<file path="config.mk">
export PLATFORM = sky130hd
export DESIGN_NAME = sram_bus_ctrl_flat
export DESIGN_NICKNAME = d
export VERILOG_FILES = /design/src/rtl/sram_bus_ctrl_if.sv /design/src/rtl/sram_bus_ctrl.sv /design/src/flat_wrapper.sv
export SDC_FILE = /design/constraint.sdc
export NUM_CORES = 1
export LEC_CHECK = 0
export BUFFER_PORTS_ARGS = -buffer_cell sky130_fd_sc_hd__buf_2
export CORE_MARGIN = 1.5
export CORE_UTILIZATION = 40
export CTS_CLUSTER_DIAMETER = 30
export DETAILED_ROUTE_END_ITERATION = 8
export GPL_ROUTABILITY_DRIVEN = 0
export GPL_TIMING_DRIVEN = 0
export PLACE_DENSITY_LB_ADDON = 0.2
export REMOVE_ABC_BUFFERS = 1
export SLEW_MARGIN = 10
export SYNTH_ARGS = -nofsm -noshare
export SYNTH_HDL_FRONTEND = slang
export SYNTH_SLANG_ARGS = --single-unit
</file>
<file path="constraint.sdc">
create_clock -name clk -period 2.09 [get_ports clk]
set_input_delay 0.3135 -clock clk [delete_from_list [all_inputs] [get_ports clk]]
set_output_delay 0.3135 -clock clk [all_outputs]
set_load 0.05 [all_outputs]
</file>
<file path="src/rtl/sram_bus_ctrl_if.sv">
// CPU-side request/response bus of the SRAM controller.
// Latency: n/a (signal bundle only).
// Backpressure: master must hold off while busy=1; requests seen while busy are dropped.
//   req/we/addr/wdata : request, qualified by req, sampled only when busy=0
//   rdata/ack/busy    : read data, one-cycle completion pulse, transaction in flight
interface sram_bus_ctrl_if;
  logic        req;
  logic        we;
  logic [15:0] addr;
  logic [7:0]  wdata;
  logic [7:0]  rdata;
  logic        ack;
  logic        busy;

  modport master (output req, we, addr, wdata, input rdata, ack, busy);
  modport slave  (input req, we, addr, wdata, output rdata, ack, busy);
endinterface

</file>
<file path="src/rtl/sram_bus_ctrl.sv">
// Turns single-cycle CPU read/write requests into timed async-SRAM cycles with registered strobes.
// Latency: read req->ack = WAIT_RD+1 cycles, write req->ack = SETUP+WAIT_WR+HOLD+1 cycles.
// Backpressure: busy is high from the cycle after acceptance through ack; req is ignored meanwhile.
// Ports:
//   clk, reset_n        : clock, asynchronous active-low reset
//   bus (slave)         : CPU request/response bus (sram_bus_ctrl_if)
//   sram_addr/cen/oen/wen : address and active-low strobes to the SRAM, all from flops
//   sram_oe/dout/din    : data pad buffer control, output data, input data
// Optional macro SRAM_BUS_BANK_EN adds bank_we/bank_wdata, a 3-bit bank register
// that supplies sram_addr[18:16]; without it those address bits are 0.
module sram_bus_ctrl #(
  parameter int SETUP   = 1,  // min 1
  parameter int WAIT_WR = 2,  // min 1
  parameter int HOLD    = 1,  // 0 skips WR_HOLD
  parameter int WAIT_RD = 2   // min 1
) (
  input  logic              clk,
  input  logic              reset_n,
  sram_bus_ctrl_if.slave    bus,
`ifdef SRAM_BUS_BANK_EN
  input  logic              bank_we,
  input  logic [2:0]        bank_wdata,
`endif
  output logic [18:0]       sram_addr,
  output logic              sram_cen,
  output logic              sram_oen,
  output logic              sram_wen,
  output logic              sram_oe,
  output logic [7:0]        sram_dout,
  input  logic [7:0]        sram_din
);

  localparam int MAX_AB = (SETUP > WAIT_WR) ? SETUP : WAIT_WR;
  localparam int MAX_CD = (HOLD > WAIT_RD) ? HOLD : WAIT_RD;
  localparam int MAXP   = (MAX_AB > MAX_CD) ? MAX_AB : MAX_CD;
  localparam int CW     = (MAXP > 1) ? $clog2(MAXP) : 1;

  // Counter reload values: a state lasting N cycles loads N-1 and exits at 0.
  localparam logic [CW-1:0] SETUP_LD = CW'(SETUP - 1);
  localparam logic [CW-1:0] WR_LD    = CW'(WAIT_WR - 1);
  localparam logic [CW-1:0] HOLD_LD  = CW'((HOLD > 0) ? HOLD - 1 : 0);
  localparam logic [CW-1:0] RD_LD    = CW'(WAIT_RD - 1);

  typedef enum logic [2:0] {
    IDLE, RD, WR_SETUP, WR_PULSE, WR_HOLD, ACK
  } state_t;

  state_t        state;
  logic [CW-1:0] cnt;
  logic [7:0]    rdata_q;
  logic          ack_q;
  logic          busy_q;
  logic [2:0]    addr_hi;

  assign bus.rdata = rdata_q;
  assign bus.ack   = ack_q;
  assign bus.busy  = busy_q;

`ifdef SRAM_BUS_BANK_EN
  logic [2:0] bank_q;

  // Loads in any state; the address only picks it up at acceptance, so a
  // mid-transaction bank write never disturbs the cycle in flight.
  always_ff @(posedge clk or negedge reset_n) begin
    if (!reset_n) begin
      bank_q <= 3'd0;
    end else if (bank_we) begin
      bank_q <= bank_wdata;
    end
  end

  assign addr_hi = bank_q;
`else
  assign addr_hi = 3'd0;
`endif

  // Strobes are set on the transition into each state so every pad output is
  // a flop; an async reset forces wen high directly, truncating any pulse.
  always_ff @(posedge clk or negedge reset_n) begin
    if (!reset_n) begin
      state     <= IDLE;
      cnt       <= '0;
      sram_cen  <= 1'b1;
      sram_oen  <= 1'b1;
      sram_wen  <= 1'b1;
      sram_oe   <= 1'b0;
      ack_q     <= 1'b0;
      busy_q    <= 1'b0;
      rdata_q   <= 8'h00;
      sram_addr <= 19'h0;
      sram_dout <= 8'h00;
    end else begin
      ack_q <= 1'b0;
      unique case (state)
        IDLE: begin
          if (bus.req) begin
            sram_addr <= {addr_hi, bus.addr};
            sram_dout <= bus.wdata;
            busy_q    <= 1'b1;
            sram_cen  <= 1'b0;
            if (bus.we) begin
              state   <= WR_SETUP;
              cnt     <= SETUP_LD;
              sram_oe <= 1'b1;
            end else begin
              state    <= RD;
              cnt      <= RD_LD;
              sram_oen <= 1'b0;
            end
          end
        end

        RD: begin
          if (cnt == '0) begin
            rdata_q  <= sram_din;
            state    <= ACK;
            cnt      <= '0;
            sram_cen <= 1'b1;
            sram_oen <= 1'b1;
            ack_q    <= 1'b1;
          end else begin
            cnt <= cnt - 1'b1;
          end
        end

        WR_SETUP: begin
          if (cnt == '0) begin
            state    <= WR_PULSE;
            cnt      <= WR_LD;
            sram_wen <= 1'b0;
          end else begin
            cnt <= cnt - 1'b1;
          end
        end

        WR_PULSE: begin
          if (cnt == '0) begin
            sram_wen <= 1'b1;
            if (HOLD > 0) begin
              state <= WR_HOLD;
              cnt   <= HOLD_LD;
            end else begin
              state    <= ACK;
              cnt      <= '0;
              sram_cen <= 1'b1;
              sram_oe  <= 1'b0;
              ack_q    <= 1'b1;
            end
          end else begin
            cnt <= cnt - 1'b1;
          end
        end

        WR_HOLD: begin
          if (cnt == '0) begin
            state    <= ACK;
            cnt      <= '0;
            sram_cen <= 1'b1;
            sram_oe  <= 1'b0;
            ack_q    <= 1'b1;
          end else begin
            cnt <= cnt - 1'b1;
          end
        end

        ACK: begin
          // Requests arriving in the ack cycle are dropped here.
          state  <= IDLE;
          cnt    <= '0;
          busy_q <= 1'b0;
        end

        default: begin
          state <= IDLE;
          cnt   <= '0;
        end
      endcase
    end
  end

endmodule

</file>
<file path="src/flat_wrapper.sv">
// flat-port wrapper written by rule: the top's interface ports become plain ports
module sram_bus_ctrl_flat 
#(
  parameter int SETUP   = 1,          
  parameter int WAIT_WR = 2,          
  parameter int HOLD    = 1,                    
  parameter int WAIT_RD = 2           
)
  (clk, reset_n, sram_addr, sram_cen, sram_oen, sram_wen, sram_oe, sram_dout, sram_din, bus_req, bus_we, bus_addr, bus_wdata, bus_rdata, bus_ack, bus_busy);
  sram_bus_ctrl_if bus_i ();
  input  logic clk;
  input  logic reset_n;
  output logic [18:0] sram_addr;
  output logic sram_cen;
  output logic sram_oen;
  output logic sram_wen;
  output logic sram_oe;
  output logic [7:0] sram_dout;
  input  logic [7:0] sram_din;
  input wire logic [$bits(bus_i.req)-1:0] bus_req;
  input wire logic [$bits(bus_i.we)-1:0] bus_we;
  input wire logic [$bits(bus_i.addr)-1:0] bus_addr;
  input wire logic [$bits(bus_i.wdata)-1:0] bus_wdata;
  output wire logic [$bits(bus_i.rdata)-1:0] bus_rdata;
  output wire logic [$bits(bus_i.ack)-1:0] bus_ack;
  output wire logic [$bits(bus_i.busy)-1:0] bus_busy;
  assign bus_i.req = bus_req;
  assign bus_i.we = bus_we;
  assign bus_i.addr = bus_addr;
  assign bus_i.wdata = bus_wdata;
  assign bus_rdata = bus_i.rdata;
  assign bus_ack = bus_i.ack;
  assign bus_busy = bus_i.busy;
  sram_bus_ctrl #(.SETUP(SETUP), .WAIT_WR(WAIT_WR), .HOLD(HOLD), .WAIT_RD(WAIT_RD)) u_core (.clk(clk), .reset_n(reset_n), .bus(bus_i), .sram_addr(sram_addr), .sram_cen(sram_cen), .sram_oen(sram_oen), .sram_wen(sram_wen), .sram_oe(sram_oe), .sram_dout(sram_dout), .sram_din(sram_din));
endmodule
</file>
==> run_results.csv <==
group,metric,value,unit
outcome,outcome,"finished clean",
placement,hpwl,2460,µm
job,cap_violations,0,
global_routing,grt_pass1_vias,1132,
synth,postSynthCellCount,119,
final_layout,stdcell_count,245,
timing,timing.slew.headroom,0.401,
synth,synth_top_cell_by_area,"dfrtp_1",
clock_network,clockRootBuffer,"clkbuf_8",
final_layout,layout.core_utilization,0.545,
drt,ant_nets,0,
timing,hold_viol_final,0,
final_layout,area_growth,28.8,%
placement,placedCellCount,236,
global_routing,antenna_found_initial,0,
final_layout,drive_gt1_frac,0.615,
timing,tightest_slew,0.899,ns
clock_network,insertion_delay,0.29,ns
floorplan,coreArea,0.00406,mm²
final_layout,layout_commonest_cell,"buf_2",
floorplan,dieArea,0.00469,mm²
global_routing,grt_overflow,0,
synth,ys.warnings.count,0,
drt,vias,1183,
synth,yosysTopAreaCellShare,0.569,
synth,synth_cell_type_count,28,
final_layout,fin_nets,230,
synth,synth_area_leaders,"dfrtp_1 57%, mux2_2 20%, dfstp_2 4.6%",
global_routing,grt_pass1_wl,5120,µm
critical_path,cp-start-kind,"register",
worst_hold_path,hold_class,"in -> async",
clock_network,cts_htree_levels,2,
drt,drtPass1Iterations,4,
critical_path,critical_path_class,"reg -> reg",
drt,wl,3320,µm
clock_network,clock_path_buffers,2,
timing,min_period,1.67,ns
timing,period_share,0.801,
global_routing,grt_max_degree,43,
critical_path,worstPathRequired,2.26,ns
floorplan,fp.dieW,68.5,µm
clock_network,cts.sinks,42,
clock_network,cts_buffers,5,
drt,viasPerCell,4.83,
drt,drc,0,
synth,synth_seq_area_share,0.615,
timing,rsz0062_at_grt,"false",
timing,setup_tns,0,ns
timing,slew_violations,0,
clock_network,ctsResizeCount,0,
final_layout,n_fill_cell,347,
timing,clock_skew,0.00452,ns
clock_network,cts_hold_buf,0,
clock_network,cts_tree,"built",
floorplan,die_h,68.5,µm
global_routing,global_route.usage.total,0.152,
synth,synth.avg_cell_area,14.4,µm²
final_layout,multiInputGateArea,587,µm²
critical_path,arrival,1.85,ns
synth,ys_ff_latch,42,
critical_path,worstSetupEndpointType,"register",
floorplan,initial_core_util,0.423,
drt,drt_iter0_markers,58,
clock_network,clk_pin_slew_worst_paths,0.08,ns
floorplan,io_pins,77,
timing,max_freq,0.598,GHz
final_layout,regArea,0.00105,mm²
timing,setup_viol,0,
placement,post_dp_cell_area,0.00209,mm²
floorplan,rows,23,
placement,io_buffers,73,
synth,synth.cell_area,0.00172,mm²
final_layout,final_cell_mix,"73 x buf_2, 39 x dfrtp_1, 31 x mux2_2",
critical_path,cp_max_fo,13,
final_layout,final_area,0.00221,mm²
final_layout,diodes,0,
drt,avgRoutedWirePerCell,13.6,µm
-- cells by family after synthesis --
family / share of synthesized area
flops: 0.615
mux: 0.217
simple gates: 0.0751
compound gates: 0.0438
buf+inv: 0.0474
other cells: 0.00219
-- area by class of cell --
class / instances / share of cell area
Multi-Input combinational cell: 67 / 0.266
Tap cell: 50 / 0.0283
Inverter: 3 / 0.00510
Timing Repair Buffer: 75 / 0.174
Sequential cell: 42 / 0.477
Clock buffer: 8 / 0.0498
-- per-layer routing --
| layer | wire length [µm] | GRT usage | share of wire |
|---|---|---|---|
| met1 | 1340 | 0.175 | 0.40 |
| met2 | 1700 | 0.251 | 0.51 |
| met3 | 234 | 0.0609 | 0.070 |
| met4 | 40 | 0.0600 | 0.012 |
| met5 | 0 | 0 | 0 |
-- synth_stat cells, drive strengths merged --
master and instances:
nor4b 1, o22a 1, a211oi 1, a2111oi 1, nand2b 2, nor2b 2
o21a 1, dfstp 3, nor3 3, a21o 1, nor2 3, nand3 1
buf 8, o21ai 4, a21oi 3, or3b 1, nor3b 1, dfrtp 39
conb 1, or3 1, clkbuf 1, mux2 33, nand2 4, inv 3
-- registers in the layout, summed over array words and instances (netlist names), 3 cells and up --
name,flops
u_core.sram_dout,8
u_core.bus.rdata,8
u_core.sram_addr,16
u_core.state,3
-- through the flow --
stage | hold WS, ns | setup slack [ns]
after CTS | 0.187 | 0.00263
after global placement | 0.468 | -0.343
after detailed placement | 0.478 | -0.0552
after global routing | 0.216 | 0.352
final | 0.152 | 0.417
after floorplan | 0.0179 | 0.0319
-- worst max-delay path: stages (launching register included) --
cell and delay, ns:
dfrtp_1 0.55, nor4b_4 0.39, buf_4 0.25, mux2_2 0.35
-- what timing repair did --
action / CTS / global route
buffers inserted: 0 / 1
cloned: 0 / 0
pin swaps: 1 / 1
setup endpoints to repair: 15 / 15
-- worst paths after layout --
check	from	endpoint	slack (ns)	cells past startpoint
worst max-delay path	u_core.state[1]	u_core.sram_dout[2]	0.42	3
worst min-delay path	reset_n	u_core.state[1]	0.15	1
worst max register to register	u_core.state[1]	u_core.sram_dout[2]	0.42	3
worst min register to register	u_core.sram_oe	u_core.sram_oe	0.49	2
max in group asynchronous	reset_n	u_core.bus.rdata[5]	1.38	1
min in group clk	bus_addr[14]	u_core.sram_addr[14]	0.24	2
Power is left out: the tool's default activity adds up to more than one toggle a clock period on the data nets, which glitch-free logic cannot reach.
